==> src/rtl/npc_fetch_unit.sv <==
// Fetch-stage next-PC unit: PC register, redirect/stall/prediction select, direct-mapped BTB.
// Build option NPC_BTB_EN: defined builds the 2-bit-counter BTB; undefined gives static predict-not-taken.
module npc_fetch_unit #(
  parameter logic [31:0] RESET_PC  = 32'h0000_3000,
  parameter int unsigned BTB_DEPTH = 16,
  parameter int unsigned BTB_IDX_W = $clog2(BTB_DEPTH)
) (
  input  logic        clk,
  input  logic        reset,
  input  logic        stall,
  input  logic        redirect_valid,
  input  logic [31:0] redirect_pc,
  input  logic        upd_valid,
  input  logic [31:0] upd_pc,
  input  logic        upd_taken,
  input  logic [31:0] upd_target,
  output logic [31:0] pc,
  output logic        pred_taken,
  output logic [31:0] pred_target
);

  localparam logic [31:0] RESET_PC_AL = {RESET_PC[31:2], 2'b00};

  logic [31:0] r_pc;
  logic [31:0] w_seq_pc;
  logic [31:0] w_next_pc;

  assign pc       = r_pc;
  assign w_seq_pc = r_pc + 32'd4;

`ifdef NPC_BTB_EN
  localparam int unsigned TAG_W = 30 - BTB_IDX_W;

  logic                 r_valid [BTB_DEPTH];
  logic [TAG_W-1:0]     r_tag   [BTB_DEPTH];
  logic [29:0]          r_tgt   [BTB_DEPTH];
  logic [1:0]           r_cnt   [BTB_DEPTH];
  logic [BTB_IDX_W-1:0] w_lk_idx;
  logic [BTB_IDX_W-1:0] w_up_idx;
  logic                 w_lk_hit;
  logic                 w_up_hit;
  logic                 w_unused_lsb;

  assign w_lk_idx    = r_pc[BTB_IDX_W+1:2];
  assign w_lk_hit    = r_valid[w_lk_idx] && (r_tag[w_lk_idx] == r_pc[31:BTB_IDX_W+2]);
  assign pred_taken  = w_lk_hit && r_cnt[w_lk_idx][1];
  assign pred_target = pred_taken ? {r_tgt[w_lk_idx], 2'b00} : w_seq_pc;

  assign w_up_idx     = upd_pc[BTB_IDX_W+1:2];
  assign w_up_hit     = r_valid[w_up_idx] && (r_tag[w_up_idx] == upd_pc[31:BTB_IDX_W+2]);
  assign w_unused_lsb = ^{redirect_pc[1:0], upd_pc[1:0], upd_target[1:0]};

  // Lookup reads the arrays before this edge's write lands, so same-index updates show next cycle.
  always_ff @(posedge clk or negedge reset) begin
    if (!reset) begin
      for (int unsigned i = 0; i < BTB_DEPTH; i++) begin
        r_valid[i[BTB_IDX_W-1:0]] <= 1'b0;
        r_tag[i[BTB_IDX_W-1:0]]   <= '0;
        r_tgt[i[BTB_IDX_W-1:0]]   <= '0;
        r_cnt[i[BTB_IDX_W-1:0]]   <= 2'b01;
      end
    end else if (upd_valid) begin
      if (w_up_hit) begin
        if (upd_taken) begin
          r_cnt[w_up_idx] <= (r_cnt[w_up_idx] == 2'b11) ? 2'b11 : r_cnt[w_up_idx] + 2'd1;
          r_tgt[w_up_idx] <= upd_target[31:2];
        end else begin
          r_cnt[w_up_idx] <= (r_cnt[w_up_idx] == 2'b00) ? 2'b00 : r_cnt[w_up_idx] - 2'd1;
        end
      end else if (upd_taken) begin
        r_valid[w_up_idx] <= 1'b1;
        r_tag[w_up_idx]   <= upd_pc[31:BTB_IDX_W+2];
        r_tgt[w_up_idx]   <= upd_target[31:2];
        r_cnt[w_up_idx]   <= 2'b10;
      end
    end
  end
`else
  localparam int unsigned unused_btb_idx_w = BTB_IDX_W;

  logic w_unused_upd;

  assign pred_taken   = 1'b0;
  assign pred_target  = w_seq_pc;
  assign w_unused_upd = ^{upd_valid, upd_pc, upd_taken, upd_target, redirect_pc[1:0]};
`endif

  always_comb begin
    w_next_pc = pred_target;
    if (redirect_valid) begin
      w_next_pc = {redirect_pc[31:2], 2'b00};
    end else if (stall) begin
      w_next_pc = r_pc;
    end
  end

  always_ff @(posedge clk or negedge reset) begin
    if (!reset) begin
      r_pc <= RESET_PC_AL;
    end else begin
      r_pc <= w_next_pc;
    end
  end

endmodule

==> config.mk <==
export PLATFORM = sky130hd
export DESIGN_NAME = npc_fetch_unit
export DESIGN_NICKNAME = d
export VERILOG_FILES = /design/src/rtl/npc_fetch_unit.sv
export SDC_FILE = /design/constraint.sdc
export NUM_CORES = 1
export LEC_CHECK = 0
export BUFFER_PORTS_ARGS = -buffer_cell sky130_fd_sc_hd__buf_2
export CAP_MARGIN = 5
export CORE_MARGIN = 1
export CORE_UTILIZATION = 30
export DETAILED_ROUTE_END_ITERATION = 8
export PLACE_DENSITY = 0.62
export SETUP_SLACK_MARGIN = 0.05
export SYNTH_ARGS = -nofsm -noshare
export SYNTH_HDL_FRONTEND = slang
export SYNTH_SLANG_ARGS = --single-unit
==> constraint.sdc <==
create_clock -name clk -period 5.7 [get_ports clk]
set_input_delay 1.14 -clock clk [delete_from_list [all_inputs] [get_ports clk]]
set_output_delay 1.14 -clock clk [all_outputs]
set_load 0.005 [all_outputs]
* Word level (Yosys, flattened, before mapping) *
Index checks and enable logic that the tools add are counted.
W data, S select, Z words.

storage, ports and cells
  register bits after elaboration = 32
  input port bits = 102
  word-level logic and storage cells = 5

operators by class
  $add $sub $neg = 1
  equality and inequality tests = 1
  mux-type cells = 2

operators with widths
  kind                     number
  $mux W32                 2
  $add A32 B3 Y32 const B  1
  $ne A2 B1 Y1 const B     1

* Depth between registers and ports, before layout *
  depth in word-level cells = 3
  mapped depth = 7

* Worst setup path before layout *
No wires, ideal clock.

  path type = register to output
  from = reg r_pc[2], in the netlist pc[2]
  to = out pred_target[22]
  arrival time = 2.083 ns
  data required time = 4.560 ns
  setup slack = 2.477 ns
  stages on the path, launching flop included = 8
  path buffers = 2
  cells stage by stage = dfrtp_1 -> ha_1 -> nand4_2 -> or4_1 -> buf_2 -> clkbuf_1 -> nor3_1 -> xor2_1

on the way
  longest elaborated chain between the ends = 1

ends and longest elaborated chain
  what                    line  source
  from (decl)             24    logic [31:0] r_pc;
  from (signal assigned)  101   r_pc <= w_next_pc;
  $add A32 B3 Y32         29    assign w_seq_pc = r_pc + 32'd4;
  to (decl)               19    output logic [31:0] pred_target

No other way between the ends.

* Worst setup path after layout *
  from = reg r_pc[2], in the netlist pc[2]
  to = out pred_target[26]

Same word-level chain as after synthesis.

==> metrics.cfg <==
[floorplan]
fp.coreArea_mm2=0.00733
ios=167
start_util_pct=31.3
fp.dieW_um=89.4
die_y_um=89.4
die_area_mm2=0.00800
rows=31

[layout]
drive_gt1_share_pct=29.8
seq_area_um2=753
antenna_cells=0
finish.utilization_pct=39.2
layout.cells.non_filler=468
multiInputGateArea_mm2=0.00141
final_nets=471
syn2layout_area_growth_pct=25.2
largest_reg_flops=30
n_fill_cell=785

[worst_setup_path]
required_ns=4.56
ff2ff_setup_slack_ns=3.04
worstPathArrival_ns=2.72
start_kind=flip-flop
crit_path_max_fanout=16
end_kind=output pin
path_class=flip-flop to output pin

[synthesis]
syn_inst=289
synth_async_sr_flop_share_pct=100
netlist.area_leader.share_pct=30.6
ys_top_cells_by_area=dfrtp_1 31%, xnor2_1 10%, nand2_1 5.4%
yosysSeqAreaShare_pct=32.8
yosysTopAreaCell=dfrtp_1
ys.flop_type=dfrtp_1
synth_edf_count=0
synth_area_per_cell_um2=7.94
synth_seq_cells=30
yosysUniqueCellTypes=43
syn_area_mm2=0.00229
ys_warn_count=0

[clock_network]
cts-hold-fix-buffers=0
worstSkewPairLatency_ns=0.29
cts.path.max_buffers=2
post_cts_resized=0
cts_buffers=5
htreeDepth=2
clk_pin_slew_worst_paths_ns=0.06
cts_tree=built
cts_setup_buffers=0
cts_sinks=30
root_buffer=clkbuf_8

[sta]
finalMaxSlewViolations=0
finalHoldViolations=0
setup_viol=0
rsz0062_at_grt=no
clock_skew_ns=0.00929
fin_crit_sh_pct=67.7
setup-tns-final_ns=0
relSlewSlack_pct=32.8
max_freq_mhz=259
worstMarginPinSlew_ns=0.998
layout_min_cycle_time_ns=3.86
fin_ws_ns=1.84

[power_and_ir_drop]
power.density_mw_per_mm2=211
peakVddDrop_mv=0.109
p_comb_share_pct=24.5
sw_frac_of_total_pct=33.1
internal_power_w=0.000405
clkPwrFrac_pct=30.0
seqPwrFrac_pct=45.5
p_leak_nw=1.21
power.switching_w=0.000200
finalPower_w=0.000605

[placement]
port_buffers=93
pre_cts_ws_ns=1.98
dp.cells=459
gp_congestion=0.836
place_hpwl_um=4890

[drt]
drc=0
via_per_inst=5.13
final_antenna_net_count=0
vias=2399
drtIter0Drc=102
firstDrtPassIters=4
routed_wl_um=6710
wire_per_inst_um=14.3

[global_route]
grt_pass1_wl_um=10500
first_global_vias=2087
antenna_found_initial=0
overflow=0
grt_util_all_layers_pct=17.3
grt_max_degree=38

[worst_hold_path]
hold_class=flip-flop to flip-flop

[run]
cap_violations=0

[outcome]
status=finished, final reports clean

-- path summary, 6_finish.rpt --
| kind | start | end | cells after the start |
|---|---|---|---|
| min in group asynchronous | reset | pc[16] | 1 |
| max in group asynchronous | reset | pc[6] | 1 |
| worst max-delay path | pc[2] | pred_target[26] | 6 |
| worst max register to register | pc[2] | pc[22] | 5 |
| worst min-delay path | pc[12] | pc[12] | 2 |
| worst min register to register | pc[12] | pc[12] | 2 |
-- cell usage after synthesis, drive strengths merged (2+ instances only) --
master,count
nand2,33
nand4,13
xor2,13
o31a,2
nor3,10
buf,10
nor2,31
o31ai,4
nand3,17
and4,4
xnor2,27
clkbuf,16
nor4,9
nand4b,3
a31oi,12
nand2b,2
o21ai,15
or4,9
or3,3
or2,2
dfrtp,28
dfstp,2
o41ai,3
inv,6
a311o,2
-- routing by layer --
layer / global-route usage, % / up-vias / share of wire (%)
li1: - / 1189 / -
met1: 22.2 / 1103 / 45
met2: 29.4 / 98 / 46
met3: 3.79 / 9 / 7.3
met4: 4.76 / 0 / 1.1
met5: 0 / - / 0
-- power groups by stage --
stage / Combinational, W / Sequential, W / Clock, W
5_1_grt: 0.000169 / 0.000280 / 0.000194
3_5_place_dp: 0.000150 / 0.000279 / 0
6_report: 0.000148 / 0.000275 / 0.000181
4_1_cts: 0.000151 / 0.000275 / 0.000188
3_3_place_gp: 0.000148 / 0.000278 / 0
2_1_floorplan: 0.0000935 / 0.000263 / 0
-- critical path: stages (launching register included) --
cell     delay [ns]
dfrtp_1        0.47
ha_1           0.32
nand4_2        0.22
or4_1          0.82
nor3_1         0.32
xor2_1         0.16
buf_2          0.12
-- placed cells by master (no fill, tap or decap), types with 2 or more instances in the layout --
cell type  instances
nand3_1           17
dfstp_2            2
nor2_1            31
o41ai_1            3
nand2_1           33
nand2b_1           2
a311o_1            2
clkbuf_8           6
xnor2_1           27
nor3_1            10
inv_1              6
nand4_1           12
or2_2              2
dfrtp_1           28
xor2_1            13
or4_1              9
nor4_1             8
o31a_1             2
o31ai_1            4
or3_1              3
buf_2             93
and4_1             4
a31oi_1           12
nand4b_1           3
conb_1             5
o21ai_0           15
-- area by class of cell --
cell class                      instances  share of cell area (%)
Clock buffer                            7                    3.01
Clock inverter                          1                   0.174
Inverter                                7                   0.915
Multi-Input combinational cell        230                    49.0
Sequential cell                        30                    26.2
Tap cell                               99                    4.31
Timing Repair Buffer                   94                    16.4
-- cells by family (layout without fill, tap and decap cells) --
kind of cell | Yosys count | count (layout) | synth area share (%)
AOI/OAI and AO/OA | 42 | 42 | 12.1
and+or+nand+nor | 140 | 140 | 31.7
DFF | 30 | 30 | 32.8
adders and majority gates | 1 | 1 | 0.545
other | 1 | 5 | 0.164
xor gates and xnor gates | 40 | 40 | 15.3
buffers and inverters | 33 | 109 | 6.49
muxes | 2 | 2 | 0.927
-- stage by stage --
step	hold WS (ns)	instance area [µm²]
floorplan	0.584	2310
global placement	0.609	2780
detailed placement	0.610	2780
CTS	0.625	2870
global route	0.647	2870
finish	0.617	2870
Note: power is estimated with default switching activity, not from simulation.
